## src/rtl/slength_decoder.sv

```systemverilog
// slength_decoder: serial decoder for DEFLATE fixed-Huffman length/EOB symbols.
// Receives the code MSB-first. Symbols 256..287 are valid, but 286 and 287
// are rejected as errors. The decoder then collects the RFC 1951 extra bits
// LSB-first and presents the resulting match length (or end-of-block) using a
// valid/ready handshake.
//
// Ports
//   clk               rising-edge clock
//   rst_n             asynchronous active-low reset
//   clear_in          synchronous abort: drops partial symbol, clears error
//   bit_in            serial stream bit
//   bit_valid_in      bit_in is valid this cycle
//   bit_ready_out     decoder accepts a bit this cycle
//   match_length_out  decoded match length (3..258), 0 for end-of-block
//   eob_out           symbol was 256; qualified by length_valid_out
//   length_valid_out  result available
//   length_ready_in   downstream consumes the result
//   error_out         sticky error: invalid or non-length code seen
module slength_decoder (
  input  logic       clk,
  input  logic       rst_n,
  input  logic       clear_in,
  input  logic       bit_in,
  input  logic       bit_valid_in,
  output logic       bit_ready_out,
  output logic [8:0] match_length_out,
  output logic       eob_out,
  output logic       length_valid_out,
  input  logic       length_ready_in,
  output logic       error_out
);

  localparam logic [1:0] ST_CODE  = 2'd0;
  localparam logic [1:0] ST_EXTRA = 2'd1;
  localparam logic [1:0] ST_OUT   = 2'd2;
  localparam logic [1:0] ST_ERR   = 2'd3;

  logic [1:0] state_q;
  logic       started_q;    // low until the first edge after reset release
  logic [2:0] cnt_q;        // code bits consumed so far
  logic [6:0] shreg_q;      // code bits, first received at the MSB end
  logic [8:0] base_q;
  logic [2:0] ext_need_q;
  logic [2:0] ext_cnt_q;
  logic [4:0] ext_val_q;
  logic [8:0] len_q;
  logic       eob_q;

  logic       take;
  logic [6:0] v7;
  logic       sym_done;
  logic       sym_bad;
  logic [4:0] sym_off;      // symbol - 256
  logic [8:0] tbl_base;
  logic [2:0] tbl_extra;
  logic [4:0] ext_full;
  logic [8:0] ext_sum;

  assign bit_ready_out    = started_q && ((state_q == ST_CODE) || (state_q == ST_EXTRA));
  assign take             = bit_valid_in && bit_ready_out;
  assign length_valid_out = (state_q == ST_OUT);
  assign error_out        = (state_q == ST_ERR);
  assign match_length_out = len_q;
  assign eob_out          = eob_q;

  assign v7       = {shreg_q[5:0], bit_in};
  assign ext_full = ext_val_q | ({4'b0000, bit_in} << ext_cnt_q);
  assign ext_sum  = base_q + {4'b0000, ext_full};

  // Code classification on the 7th/8th consumed bit. In the 8th-bit branch
  // shreg_q still holds the 7-bit prefix 11000xx. Only its two low bits plus
  // bit_in select among symbols 280..287.
  always_comb begin
    sym_done = 1'b0;
    sym_bad  = 1'b0;
    sym_off  = '0;
    if (state_q == ST_CODE && take) begin
      if (cnt_q == 3'd6) begin
        if (v7 <= 7'h17) begin
          sym_done = 1'b1;
          sym_off  = v7[4:0];
        end else if (v7[6:2] != 5'b11000) begin
          sym_bad = 1'b1;
        end
      end else if (cnt_q == 3'd7) begin
        if (shreg_q[6:2] != 5'b11000 || shreg_q[1:0] == 2'b11) begin
          sym_bad = 1'b1;
        end else begin
          sym_done = 1'b1;
          sym_off  = 5'd24 + {2'b00, shreg_q[1:0], bit_in};
        end
      end
    end
  end

  // RFC 1951 length base / extra-bit table indexed by symbol - 256.
  always_comb begin
    tbl_base  = '0;
    tbl_extra = '0;
    case (sym_off)
      5'd1:  tbl_base = 9'd3;
      5'd2:  tbl_base = 9'd4;
      5'd3:  tbl_base = 9'd5;
      5'd4:  tbl_base = 9'd6;
      5'd5:  tbl_base = 9'd7;
      5'd6:  tbl_base = 9'd8;
      5'd7:  tbl_base = 9'd9;
      5'd8:  tbl_base = 9'd10;
      5'd9:  begin tbl_base = 9'd11;  tbl_extra = 3'd1; end
      5'd10: begin tbl_base = 9'd13;  tbl_extra = 3'd1; end
      5'd11: begin tbl_base = 9'd15;  tbl_extra = 3'd1; end
      5'd12: begin tbl_base = 9'd17;  tbl_extra = 3'd1; end
      5'd13: begin tbl_base = 9'd19;  tbl_extra = 3'd2; end
      5'd14: begin tbl_base = 9'd23;  tbl_extra = 3'd2; end
      5'd15: begin tbl_base = 9'd27;  tbl_extra = 3'd2; end
      5'd16: begin tbl_base = 9'd31;  tbl_extra = 3'd2; end
      5'd17: begin tbl_base = 9'd35;  tbl_extra = 3'd3; end
      5'd18: begin tbl_base = 9'd43;  tbl_extra = 3'd3; end
      5'd19: begin tbl_base = 9'd51;  tbl_extra = 3'd3; end
      5'd20: begin tbl_base = 9'd59;  tbl_extra = 3'd3; end
      5'd21: begin tbl_base = 9'd67;  tbl_extra = 3'd4; end
      5'd22: begin tbl_base = 9'd83;  tbl_extra = 3'd4; end
      5'd23: begin tbl_base = 9'd99;  tbl_extra = 3'd4; end
      5'd24: begin tbl_base = 9'd115; tbl_extra = 3'd4; end
      5'd25: begin tbl_base = 9'd131; tbl_extra = 3'd5; end
      5'd26: begin tbl_base = 9'd163; tbl_extra = 3'd5; end
      5'd27: begin tbl_base = 9'd195; tbl_extra = 3'd5; end
      5'd28: begin tbl_base = 9'd227; tbl_extra = 3'd5; end
      5'd29: tbl_base = 9'd258;
      default: begin
        tbl_base  = '0;
        tbl_extra = '0;
      end
    endcase
  end

  always_ff @(posedge clk or negedge rst_n) begin
    if (!rst_n) begin
      state_q    <= ST_CODE;
      started_q  <= 1'b0;
      cnt_q      <= '0;
      shreg_q    <= '0;
      base_q     <= '0;
      ext_need_q <= '0;
      ext_cnt_q  <= '0;
      ext_val_q  <= '0;
      len_q      <= '0;
      eob_q      <= 1'b0;
    end else begin
      started_q <= 1'b1;
      if (clear_in) begin
        state_q    <= ST_CODE;
        cnt_q      <= '0;
        shreg_q    <= '0;
        base_q     <= '0;
        ext_need_q <= '0;
        ext_cnt_q  <= '0;
        ext_val_q  <= '0;
        len_q      <= '0;
        eob_q      <= 1'b0;
      end else begin
        case (state_q)
          ST_CODE: begin
            if (take) begin
              if (sym_bad) begin
                state_q <= ST_ERR;
              end else if (sym_done) begin
                cnt_q   <= '0;
                shreg_q <= '0;
                if (sym_off == 5'd0) begin
                  eob_q   <= 1'b1;
                  len_q   <= '0;
                  state_q <= ST_OUT;
                end else if (tbl_extra == 3'd0) begin
                  eob_q   <= 1'b0;
                  len_q   <= tbl_base;
                  state_q <= ST_OUT;
                end else begin
                  base_q     <= tbl_base;
                  ext_need_q <= tbl_extra;
                  ext_cnt_q  <= '0;
                  ext_val_q  <= '0;
                  state_q    <= ST_EXTRA;
                end
              end else begin
                cnt_q   <= cnt_q + 3'd1;
                shreg_q <= v7;
              end
            end
          end
          ST_EXTRA: begin
            if (take) begin
              if (ext_cnt_q == ext_need_q - 3'd1) begin
                len_q   <= ext_sum;
                eob_q   <= 1'b0;
                state_q <= ST_OUT;
              end else begin
                ext_cnt_q <= ext_cnt_q + 3'd1;
                ext_val_q <= ext_full;
              end
            end
          end
          ST_OUT: begin
            if (length_ready_in) begin
              state_q   <= ST_CODE;
              cnt_q     <= '0;
              shreg_q   <= '0;
              ext_cnt_q <= '0;
              ext_val_q <= '0;
            end
          end
          default: state_q <= ST_ERR;
        endcase
      end
    end
  end

endmodule

```

## config.mk

```make
export PLATFORM = sky130hd
export DESIGN_NAME = slength_decoder
export DESIGN_NICKNAME = d
export VERILOG_FILES = /design/src/rtl/slength_decoder.sv
export SDC_FILE = /design/constraint.sdc
export NUM_CORES = 1
export LEC_CHECK = 0
export BUFFER_PORTS_ARGS = -buffer_cell sky130_fd_sc_hd__clkbuf_2
export CAP_MARGIN = 10
export CORE_MARGIN = 1
export CORE_UTILIZATION = 55
export DETAILED_ROUTE_END_ITERATION = 16
export GPL_ROUTABILITY_DRIVEN = 0
export PLACE_DENSITY_LB_ADDON = 0.3
export SYNTH_ARGS = -nofsm -noshare
export SYNTH_HDL_FRONTEND = slang
export SYNTH_SLANG_ARGS = --single-unit
```

## constraint.sdc

```tcl
create_clock -name clk -period 3.52 [get_ports clk]
set_input_delay 0.704 -clock clk [delete_from_list [all_inputs] [get_ports clk]]
set_output_delay 0.704 -clock clk [all_outputs]
set_load 0.01 [all_outputs]
```

==> results of run 1 <==
where the power goes:
group	internal, W	switching, W	leakage, nW
Clock	0.000211	0.000181	0.0581
Sequential	0.000498	0.00000356	0.596
Combinational	0.0000245	0.0000549	0.803
Total	0.000734	0.000239	1.46
metal layers:
metal | vias up | share of wire [%] | wire length (um)
li1 | 1304 | - | -
met1 | 1335 | 49 | 3586
met2 | 106 | 44 | 3277
met3 | 13 | 6.1 | 450
met4 | 0 | 0.95 | 70
met5 | - | 0 | 0
area by class of cell:
class                           count  area, um^2  area share [%]
Multi-Input combinational cell    276        1847           55.22
Clock inverter                      3       43.79           1.309
Clock buffer                        5       68.82           2.058
Inverter                           13       48.80           1.459
Tap cell                           70       87.58           2.619
Sequential cell                    43        1076           32.17
Timing Repair Buffer               29       172.7           5.163
synth_stat cells, types with 2 or more instances:
cell,count
o31a_1,3
o21a_1,3
ha_1,15
nand4b_1,2
and3_1,2
nand2_1,47
a21boi_0,2
buf_2,2
xor2_1,4
nand3_1,5
a21bo_2,2
a31oi_1,6
inv_1,13
a21o_1,4
a41oi_1,2
or3_1,3
a32oi_1,2
a22oi_1,4
a31o_2,2
xnor2_1,6
a21oi_1,31
clkbuf_1,21
nor3_1,5
o21ai_0,15
dfrtp_1,43
nor2b_1,4
a311oi_1,3
buf_1,2
nand3b_1,3
nand4_1,3
o211ai_1,3
mux2i_1,15
a2bb2oi_1,2
a211oi_1,10
nand2b_1,5
nor2_1,31
and3b_1,2
o2111ai_1,4
kinds of logic (layout without fill, tap and decap cells):
group / after synthesis / in the layout
buffers and inverters: 39 / 50
adders and majority gates: 17 / 17
DFF: 43 / 43
xor gates and xnor gates: 11 / 11
and+or+nand+nor: 122 / 122
muxes: 16 / 16
AOI/OAI and AO/OA: 109 / 109
other: 1 / 1
through the flow:
step / std cells / utilization [%] / cell area, um^2 / hold WS (ns)
after global placement: 431 / 61.71 / 3232 / 0.5025
final: 439 / 63.86 / 3344 / 0.5324
after global routing: 439 / 63.86 / 3344 / 0.5622
after floorplan: 358 / - / 3079 / 0.4084
after detailed placement: 431 / 61.71 / 3232 / 0.5227
after CTS: 439 / 63.86 / 3344 / 0.5367
sequential cells by signal (all words and copies together), names as in the netlist:
signal	cells
cnt_q	3
started_q	1
state_q	2
match_length_out	9
eob_out	1
ext_cnt_q	3
ext_val_q	5
base_q	9
shreg_q	7
ext_need_q	3
how the worst min path moves through the flow:
| stage | start | end | cells past startpoint |
|---|---|---|---|
| 3_5_place_dp | base_q[3] | base_q[3] | 2 |
| 5_1_grt | ext_need_q[1] | ext_need_q[1] | 2 |
| 6_report | base_q[2] | base_q[2] | 2 |
| 3_3_place_gp | eob_out | eob_out | 2 |
| 2_1_floorplan | rst_n | base_q[0] | 0 |
| 4_1_cts | base_q[2] | base_q[2] | 2 |
critical path, delay by kind of cell, from the launching register on:
family | cells | cell delay (ns)
AOI/OAI and AO/OA | 1 | 0.34
adders and majority gates | 1 | 0.34
buffers and inverters | 2 | 0.37
DFF | 1 | 0.41
muxes | 1 | 0.21
and+or+nand+nor | 4 | 1.10
==> impl_metrics.json, run 1 <==
{
  "syn_avg_cell_area_um2": 8.601,
  "pre_cts_slack_ns": 0.5078,
  "synth-compound-area-share_pct": 24.91,
  "wl_um": 7384,
  "pin_count": 19,
  "cp_slowest_cell": "or4b_1",
  "cts_tree": "built",
  "floorplan.rows": 26,
  "syn2layout_area_growth_pct": 8.614,
  "path_class": "flip-flop to flip-flop",
  "crit_start": "cnt_q[0]",
  "async_flop_share_pct": 100.0,
  "synth_area_mm2": 0.003079,
  "fin_skew_ns": 0.004832,
  "crit_chain": "inv_1 -> ha_1 -> nand2_1 -> or4b_1 -> and2_4 -> a2111oi_4 -> buf_4 -> mux2i_1 -> nor2_1",
  "synth-simple-area-share_pct": 19.06,
  "via_per_inst": 6.282,
  "slew_headroom_pct": 27.04,
  "synthFlopType": "dfrtp_1",
  "worst_pin_slew_ns": 1.094,
  "p_total_w": 0.0009732,
  "synth_top_family_by_area": "compound AO/OA/AOI/OAI gates",
  "crit_fanout": 18,
  "clk_pin_slew_ns": 0.09,
  "max_stage_delay_ns": 0.63,
  "dp_hpwl_um": 5163,
  "first_iter_violations": 269,
  "setup_tns_ns": 0,
  "rr_worst_depth": 9,
  "grt_util_met1_pct": 40.12,
  "grt_pass1_wl_um": 12640,
  "synth-adder-area-share_pct": 7.070,
  "ys_ff_latch": 43,
  "ir_drop_v": 0.0001638,
  "cts_htree_levels": 2,
  "startpoint_type": "flip-flop",
  "rsz0062_at_grt": "no",
  "initial_core_util_pct": 58.79,
  "numCtsBuffers": 5,
  "worstSetupEndpointType": "flip-flop",
  "critPathArrivalTime_ns": 3.07,
  "fmax_mhz": 343.2,
  "cts_buffer_depth": 2,
  "grt_max_degree": 44,
  "cts_root_buf": "clkbuf_8",
  "hold_buffers": 0,
  "wl_per_cell_um": 16.82,
  "gr-usage-met3_pct": 4.048,
  "dieHeight_um": 76.83,
  "setup_viol": 0,
  "final_cell_mix": "47 x nand2_1, 43 x dfrtp_1, 31 x nor2_1, 31 x a21oi_1, 18 x clkbuf_2",
  "critPathCapture": "eob_out",
  "hold_viol_final": 0,
  "post_cts_buffers": 0,
  "overflow": 0,
  "synth.net_count": 380,
  "synth_mux_area_share_pct": 5.242,
  "yosysTopAreaCell": "dfrtp_1",
  "io_buffers": 18,
  "grt_usage_pct": 26.42,
  "cts_sinks": 43,
  "synth_edf_count": 0,
  "clock_latency_ns": 0.30,
  "antenna_found_initial": 0,
  "drc": 0,
  "antenna_left": 0,
  "worst_slack_ns": 0.6060,
  "nFillCells": 468,
  "status": "complete, no violations",
  "post_cts_resized": 0,
  "r2r_end": "eob_out",
  "rrSetupSlack_ns": 0.61,
  "core-area_mm2": 0.005238,
  "finalMaxSlewViolations": 0,
  "syn_inst": 358,
  "power_leakage_nw": 1.457,
  "r2r-start": "cnt_q[0]",
  "antennaDiodeCount": 0,
  "layout_commonest_cell": "nand2_1",
  "ys_types": 65,
  "ys_top_cells_by_area": "dfrtp_1 35%, ha_1 6.1%, nand2_1 5.7%",
  "worst_hold_path_type": "flip-flop to flip-flop",
  "synth_xor_area_share_pct": 3.576,
  "yosys_warnings": 0,
  "powerDensity_mw_per_mm2": 291.0,
  "cp_data_required_time_ns": 3.68,
  "busiest_layer": "met1",
  "ys_seq_area_share_pct": 34.95,
  "min_period_ns": 2.914,
  "first_global_vias": 2504,
  "die_area_mm2": 0.005902,
  "drive_gt1_share_pct": 13.82,
  "vias": 2758,
  "fin_crit_sh_pct": 82.78,
  "synth_top_area_share_pct": 34.95,
  "maxCapViolCount": 0,
  "die_w_um": 76.83,
  "firstDrtPassIters": 5,
  "globalRouteMet2Util_pct": 39.64,
  "fin_nets": 390
}
No activity file was read; power rests on OpenSTA's default activity.
==> inputs of run 2 (changes only) <==
ABC_AREA = 1   (was default)
clock period = 2.9 ns   (was 3.52 ns; I/O delays follow)
==> run 2 against run 1 <==
Against the previous run:
- hold slack lost 0.18 ns
- clock-buffer cell count grew 1
- final area grew 10%
- clock power grew 15%
- register-to-register slack lost 0.47 ns
- setup slack lost 0.47 ns
- critical path depth grew 7
- first-iteration DRC count grew 13%
- sequential cell count is the same
- via count grew 12%
- wire length grew 8.7%
- area after synthesis grew 2.0%
- largest cell class unchanged
- largest power group is now combinational logic
==> impl_metrics.json, run 2 <==
{
  "status": "complete, no violations",
  "cp_data_required_time_ns": 3.12,
  "final_cell_mix": "128 x nand2_1, 46 x nand3_1, 42 x inv_1",
  "wl_um": 8025,
  "synth-adder-area-share_pct": 6.614,
  "synth_top_family_by_area": "simple AND/OR/NAND/NOR gates",
  "hold_buffers": 0,
  "synth-simple-area-share_pct": 38.17,
  "yosysTopAreaCell": "dfrtp_1",
  "powerDensity_mw_per_mm2": 545.5,
  "grt_pass1_wl_um": 13050,
  "dieHeight_um": 77.57,
  "synth_area_mm2": 0.003141,
  "cts_tree": "built",
  "vias": 3076,
  "floorplan.rows": 27,
  "die_area_mm2": 0.006016,
  "clock_latency_ns": 0.30,
  "worst_pin_slew_ns": 0.5518,
  "fmax_mhz": 361.8,
  "layout_commonest_cell": "nand2_1",
  "dp_hpwl_um": 5778,
  "grt_usage_pct": 27.63,
  "syn2layout_area_growth_pct": 17.49,
  "io_buffers": 18,
  "antenna_found_initial": 0,
  "cts_htree_levels": 2,
  "placed_area_mm2": 0.003405,
  "setup_viol": 0,
  "critPathArrivalTime_ns": 2.99,
  "first_global_vias": 2878,
  "post-synth-top-count-cell": "nand2_1",
  "yosys_warnings": 0,
  "firstDrtPassIters": 7,
  "path_class": "flip-flop to flip-flop",
  "ys_types": 43,
  "first_iter_violations": 303,
  "synth_common_cells": "130 x nand2_1, 46 x nand3_1, 43 x dfrtp_1, 43 x inv_1, 33 x nor2_1",
  "fin_area_mm2": 0.003690,
  "ys_ff_latch": 43,
  "via_per_inst": 5.654,
  "syn_avg_cell_area_um2": 7.338,
  "overflow": 0,
  "initial_core_util_pct": 57.03,
  "drc": 0,
  "clk_pin_slew_ns": 0.08,
  "ys_seq_area_share_pct": 34.26,
  "synth_edf_count": 0,
  "grt_max_degree": 44,
  "ir_drop_v": 0.0004745,
  "synth-compound-area-share_pct": 12.39,
  "pin_count": 19,
  "async_flop_share_pct": 100.0,
  "finalMaxSlewViolations": 0,
  "antennaDiodeCount": 0,
  "min_period_ns": 2.764,
  "synth_xor_area_share_pct": 1.116,
  "fin_nets": 494,
  "worstSetupEndpointType": "flip-flop",
  "maxCapViolCount": 0,
  "cts_sinks": 43,
  "syn_inst": 428,
  "slew_headroom_pct": 62.73,
  "cts_root_buf": "clkbuf_8",
  "rrSetupSlack_ns": 0.14,
  "nFillCells": 463,
  "numCtsBuffers": 5,
  "wl_per_cell_um": 14.75,
  "synth.net_count": 450,
  "synthFlopType": "dfrtp_1",
  "antenna_left": 0,
  "core-area_mm2": 0.005507,
  "pre_cts_slack_ns": -0.09493,
  "hold_viol_final": 0,
  "worst_hold_path_type": "primary input to asynchronous set/reset pin",
  "drive_gt1_share_pct": 23.52,
  "power_leakage_nw": 1.898,
  "synth_top_area_share_pct": 34.26,
  "die_w_um": 77.57,
  "cts_buffer_depth": 2,
  "fin_skew_ns": 0.007117,
  "ys_top_cells_by_area": "dfrtp_1 34%, nand2_1 16%, nand3_1 7.3%",
  "fin_crit_sh_pct": 95.30,
  "crit_fanout": 11,
  "synth_mux_area_share_pct": 0,
  "worst_slack_ns": 0.1363,
  "startpoint_type": "flip-flop"
}
==> run 2: cell families after synthesis <==
family | after synthesis
XOR/XNOR | 4
AO/OA/AOI/OAI | 58
other | 1
flip-flops | 43
buffers and inverters | 57
AND/OR/NAND/NOR | 249
adder cells (fa/ha/maj) | 16
==> run 2: repair_timing <==
action / in CTS / in global routing
resized for setup: 0 / 25
endpoints found under the setup margin: 0 / 20
buffers inserted: 0 / 11
==> run 2: path summary, 6_finish.rpt <==
kind,start,end,cells past startpoint
worst min-delay path,rst_n,started_q,2
max in group asynchronous,rst_n,state_q[1],2
worst max register to register,state_q[0],base_q[6],16
worst max-delay path,state_q[0],base_q[6],16
worst min register to register,match_length_out[2],match_length_out[2],2
min in group clk,match_length_out[2],match_length_out[2],2
==> run 2: final cells by class <==
class	count	area, um^2	area share, %
Multi-Input combinational cell	328	1939	52.56
Clock inverter	1	30.03	0.8138
Clock buffer	6	72.57	1.967
Timing Repair Buffer	45	292.8	7.935
Sequential cell	43	1079	29.23
Inverter	49	186.4	5.053
Tap cell	72	90.09	2.442
==> run 2: power breakdown <==
| part | internal, W | total (W) | leakage, nW | switching [W] |
|---|---|---|---|---|
| registers | 0.000665 | 0.000742 | 0.589 | 0.0000763 |
| logic | 0.000286 | 0.000821 | 1.26 | 0.000535 |
| clock network | 0.000252 | 0.000450 | 0.0513 | 0.000198 |
| total | 0.00120 | 0.00201 | 1.90 | 0.000809 |
==> run 2: layer usage <==
layer,vias up,global-route usage (%),wire length [um]
met5,-,0,0
li1,1492,-,-
met3,27,6.118,524
met4,0,8.491,169
met1,1430,35.85,3529
met2,127,45.75,3801
==> run 2: worst max-delay path, cell delays in order (launching register included) <==
cell and delay [ns]:
dfrtp_2 0.41, inv_1 0.09, ha_2 0.19, buf_4 0.13, nand4_4 0.13, nor2_8 0.23, nand2_4 0.13, nor3_4 0.26
nand2_1 0.12, nand3_2 0.12, nand2_2 0.10, nand2_2 0.10, inv_2 0.06, nand4_4 0.20, nand2_8 0.12, buf_4 0.16
o21ai_2 0.12
==> run 2: stage by stage <==
stage | power [W] | setup TNS [ns] | hold slack [ns] | util (%) | cells
4_1_cts | 0.001949 | 0 | 0.3682 | 63.69 | 533
6_report | 0.002013 | 0 | 0.3479 | 67.01 | 544
3_3_place_gp | 0.001471 | 0 | 0.4549 | 61.83 | 526
2_1_floorplan | 0.001238 | 0 | 0.2844 | - | 428
3_5_place_dp | 0.001499 | -0.1009 | 0.4576 | 61.83 | 526
5_1_grt | 0.002154 | -0.03734 | 0.4003 | 67.01 | 544
==> inputs of run 3 (changes only) <==
ABC_AREA = default   (was 1)
SKIP_CTS_REPAIR_TIMING = 1   (was default)
==> run 3 against run 2 <==
Against the previous run:
- sequential power is 18% lower
- core utilization is 1.0 points lower
- final area is 6.4% lower
- largest power group is now sequential cells
- critical endpoint is now match_length_out[8]
==> impl_metrics.json, run 3 (synthesis gave the netlist of run 1 again) <==
{
  "r2r_end": "match_length_out[8]",
  "fin_nets": 404,
  "pre_cts_slack_ns": 0.01868,
  "wl_per_cell_um": 16.79,
  "power_leakage_nw": 1.514,
  "cts_root_buf": "clkbuf_8",
  "first_global_vias": 2549,
  "layout_commonest_cell": "nand2_1",
  "fin_hold_ws_ns": 0.2352,
  "clock_latency_ns": 0.31,
  "syn2layout_area_growth_pct": 12.19,
  "switching_share_pct": 27.70,
  "antennaDiodeCount": 0,
  "via_per_inst": 6.227,
  "fmax_mhz": 360.4,
  "p_total_w": 0.001125,
  "rrSetupSlack_ns": 0.13,
  "antenna_found_initial": 0,
  "cp_slowest_cell": "or4_4",
  "status": "complete, no violations",
  "crit_chain": "inv_1 -> ha_1 -> nand4b_1 -> or4_4 -> and2_4 -> a2111oi_4 -> buf_12 -> nor2_1 -> a311oi_1",
  "dieHeight_um": 76.83,
  "first_iter_violations": 269,
  "hold_viol_final": 0,
  "clk_pin_slew_ns": 0.10,
  "p_comb_share_pct": 9.4,
  "ir_drop_v": 0.0001966,
  "cts_sinks": 43,
  "grt_pass1_wl_um": 12720,
  "wl_um": 7608,
  "busiest_layer": "met2",
  "startpoint_type": "flip-flop",
  "worst_slack_ns": 0.1256,
  "clkPwrFrac_pct": 36.6,
  "cts_htree_levels": 2,
  "p_seq_share_pct": 54.1,
  "cts_buffer_depth": 2,
  "grt_usage_pct": 27.02,
  "cts_tree": "built",
  "fin_crit_sh_pct": 95.67,
  "worst_hold_path_type": "primary input to asynchronous set/reset pin",
  "min_period_ns": 2.774,
  "initial_core_util_pct": 58.79,
  "max_stage_delay_ns": 0.62,
  "r2r-start": "state_q[0]",
  "critPathArrivalTime_ns": 2.98,
  "grt_max_degree": 28,
  "final_cell_mix": "47 x nand2_1, 43 x dfrtp_1, 31 x a21oi_1",
  "fin_skew_ns": 0.009131,
  "crit_fanout": 18,
  "io_buffers": 18,
  "rsz0062_at_grt": "no",
  "grt_util_met1_pct": 38.58,
  "pin_count": 19,
  "die_area_mm2": 0.005902,
  "vias": 2821,
  "die_w_um": 76.83,
  "gr-usage-met3_pct": 4.881,
  "floorplan.rows": 26,
  "overflow": 0,
  "finalMaxSlewViolations": 0,
  "firstDrtPassIters": 6,
  "core-area_mm2": 0.005238,
  "maxCapViolCount": 0,
  "worst_pin_slew_ns": 0.6022,
  "rr_worst_depth": 9,
  "globalRouteMet2Util_pct": 40.98,
  "antenna_left": 0,
  "drive_gt1_share_pct": 18.02,
  "dp_hpwl_um": 5512,
  "path_class": "flip-flop to flip-flop",
  "drc": 0,
  "powerDensity_mw_per_mm2": 325.6,
  "switchingPower_w": 0.0003115,
  "setup_tns_ns": 0,
  "slew_headroom_pct": 59.85,
  "numCtsBuffers": 5,
  "cp_data_required_time_ns": 3.11,
  "setup_viol": 0,
  "p_int_w": 0.0008133,
  "worstSetupEndpointType": "flip-flop"
}
==> run 3: cell count changes in the layout (fill, tap and decap cells not counted), sizes merged, moves of 6 or more <==
cell,before,now
nand2,141,47
nand3,50,6
inv,49,14
a21oi,15,32
mux2i,0,15
a211oi,2,12
o21ai,25,16
nor2,39,32
a31oi,0,6
nand4,9,3
==> run 3: power groups by stage <==
stage / Clock (W) / Combinational (W) / Sequential [W]
after global placement: 0 / 0.000101 / 0.000620
after detailed placement: 0 / 0.000104 / 0.000620
after CTS: 0.000416 / 0.000105 / 0.000608
after floorplan: 0 / 0.0000605 / 0.000620
final: 0.000411 / 0.000105 / 0.000608
after global routing: 0.000434 / 0.000116 / 0.000609
==> run 3: how the worst max path moves through the flow <==
stage	start	to	slack (ns)	depth (start not counted)
after global routing	state_q[0]	match_length_out[1]	0.02	9
after global placement	bit_in	match_length_out[8]	0.15	13
after floorplan	bit_in	match_length_out[8]	0.01	14
after detailed placement	bit_in	match_length_out[8]	0.02	13
final	state_q[0]	match_length_out[8]	0.13	9
after CTS	state_q[0]	match_length_out[8]	0.06	9
==> run 3: stage by stage <==
step | std cells | util (%) | cell area (um^2)
floorplan | 358 | - | 3084
global route | 453 | 65.96 | 3455
finish | 453 | 65.96 | 3455
detailed placement | 445 | 63.95 | 3349
CTS | 453 | 65.72 | 3442
global placement | 445 | 63.95 | 3349
==> run 3: layout make-up <==
| cell class | instances | area [um^2] |
|---|---|---|
| Multi-Input combinational cell | 276 | 1859 |
| Fill cell | 435 | 1783 |
| Clock inverter | 3 | 23.77 |
| Clock buffer | 5 | 68.82 |
| Tap cell | 70 | 87.58 |
| Timing Repair Buffer | 43 | 290.3 |
| Sequential cell | 43 | 1076 |
| Inverter | 13 | 48.80 |
==> run 3: per-layer routing <==
layer  part of all wire (%)  routed length [um]
met5                      0                   0
met4                    2.3                 177
met3                    7.6                 578
met2                     45                3414
met1                     45                3437
==> run 3: critical path: cells and delay by family, from the launching register on <==
kind            cells  cell delay [ns]
compound gates      2             0.65
fa+ha+maj           1             0.20
buf+inv             2             0.34
flops               1             0.43
simple gates        4             1.06
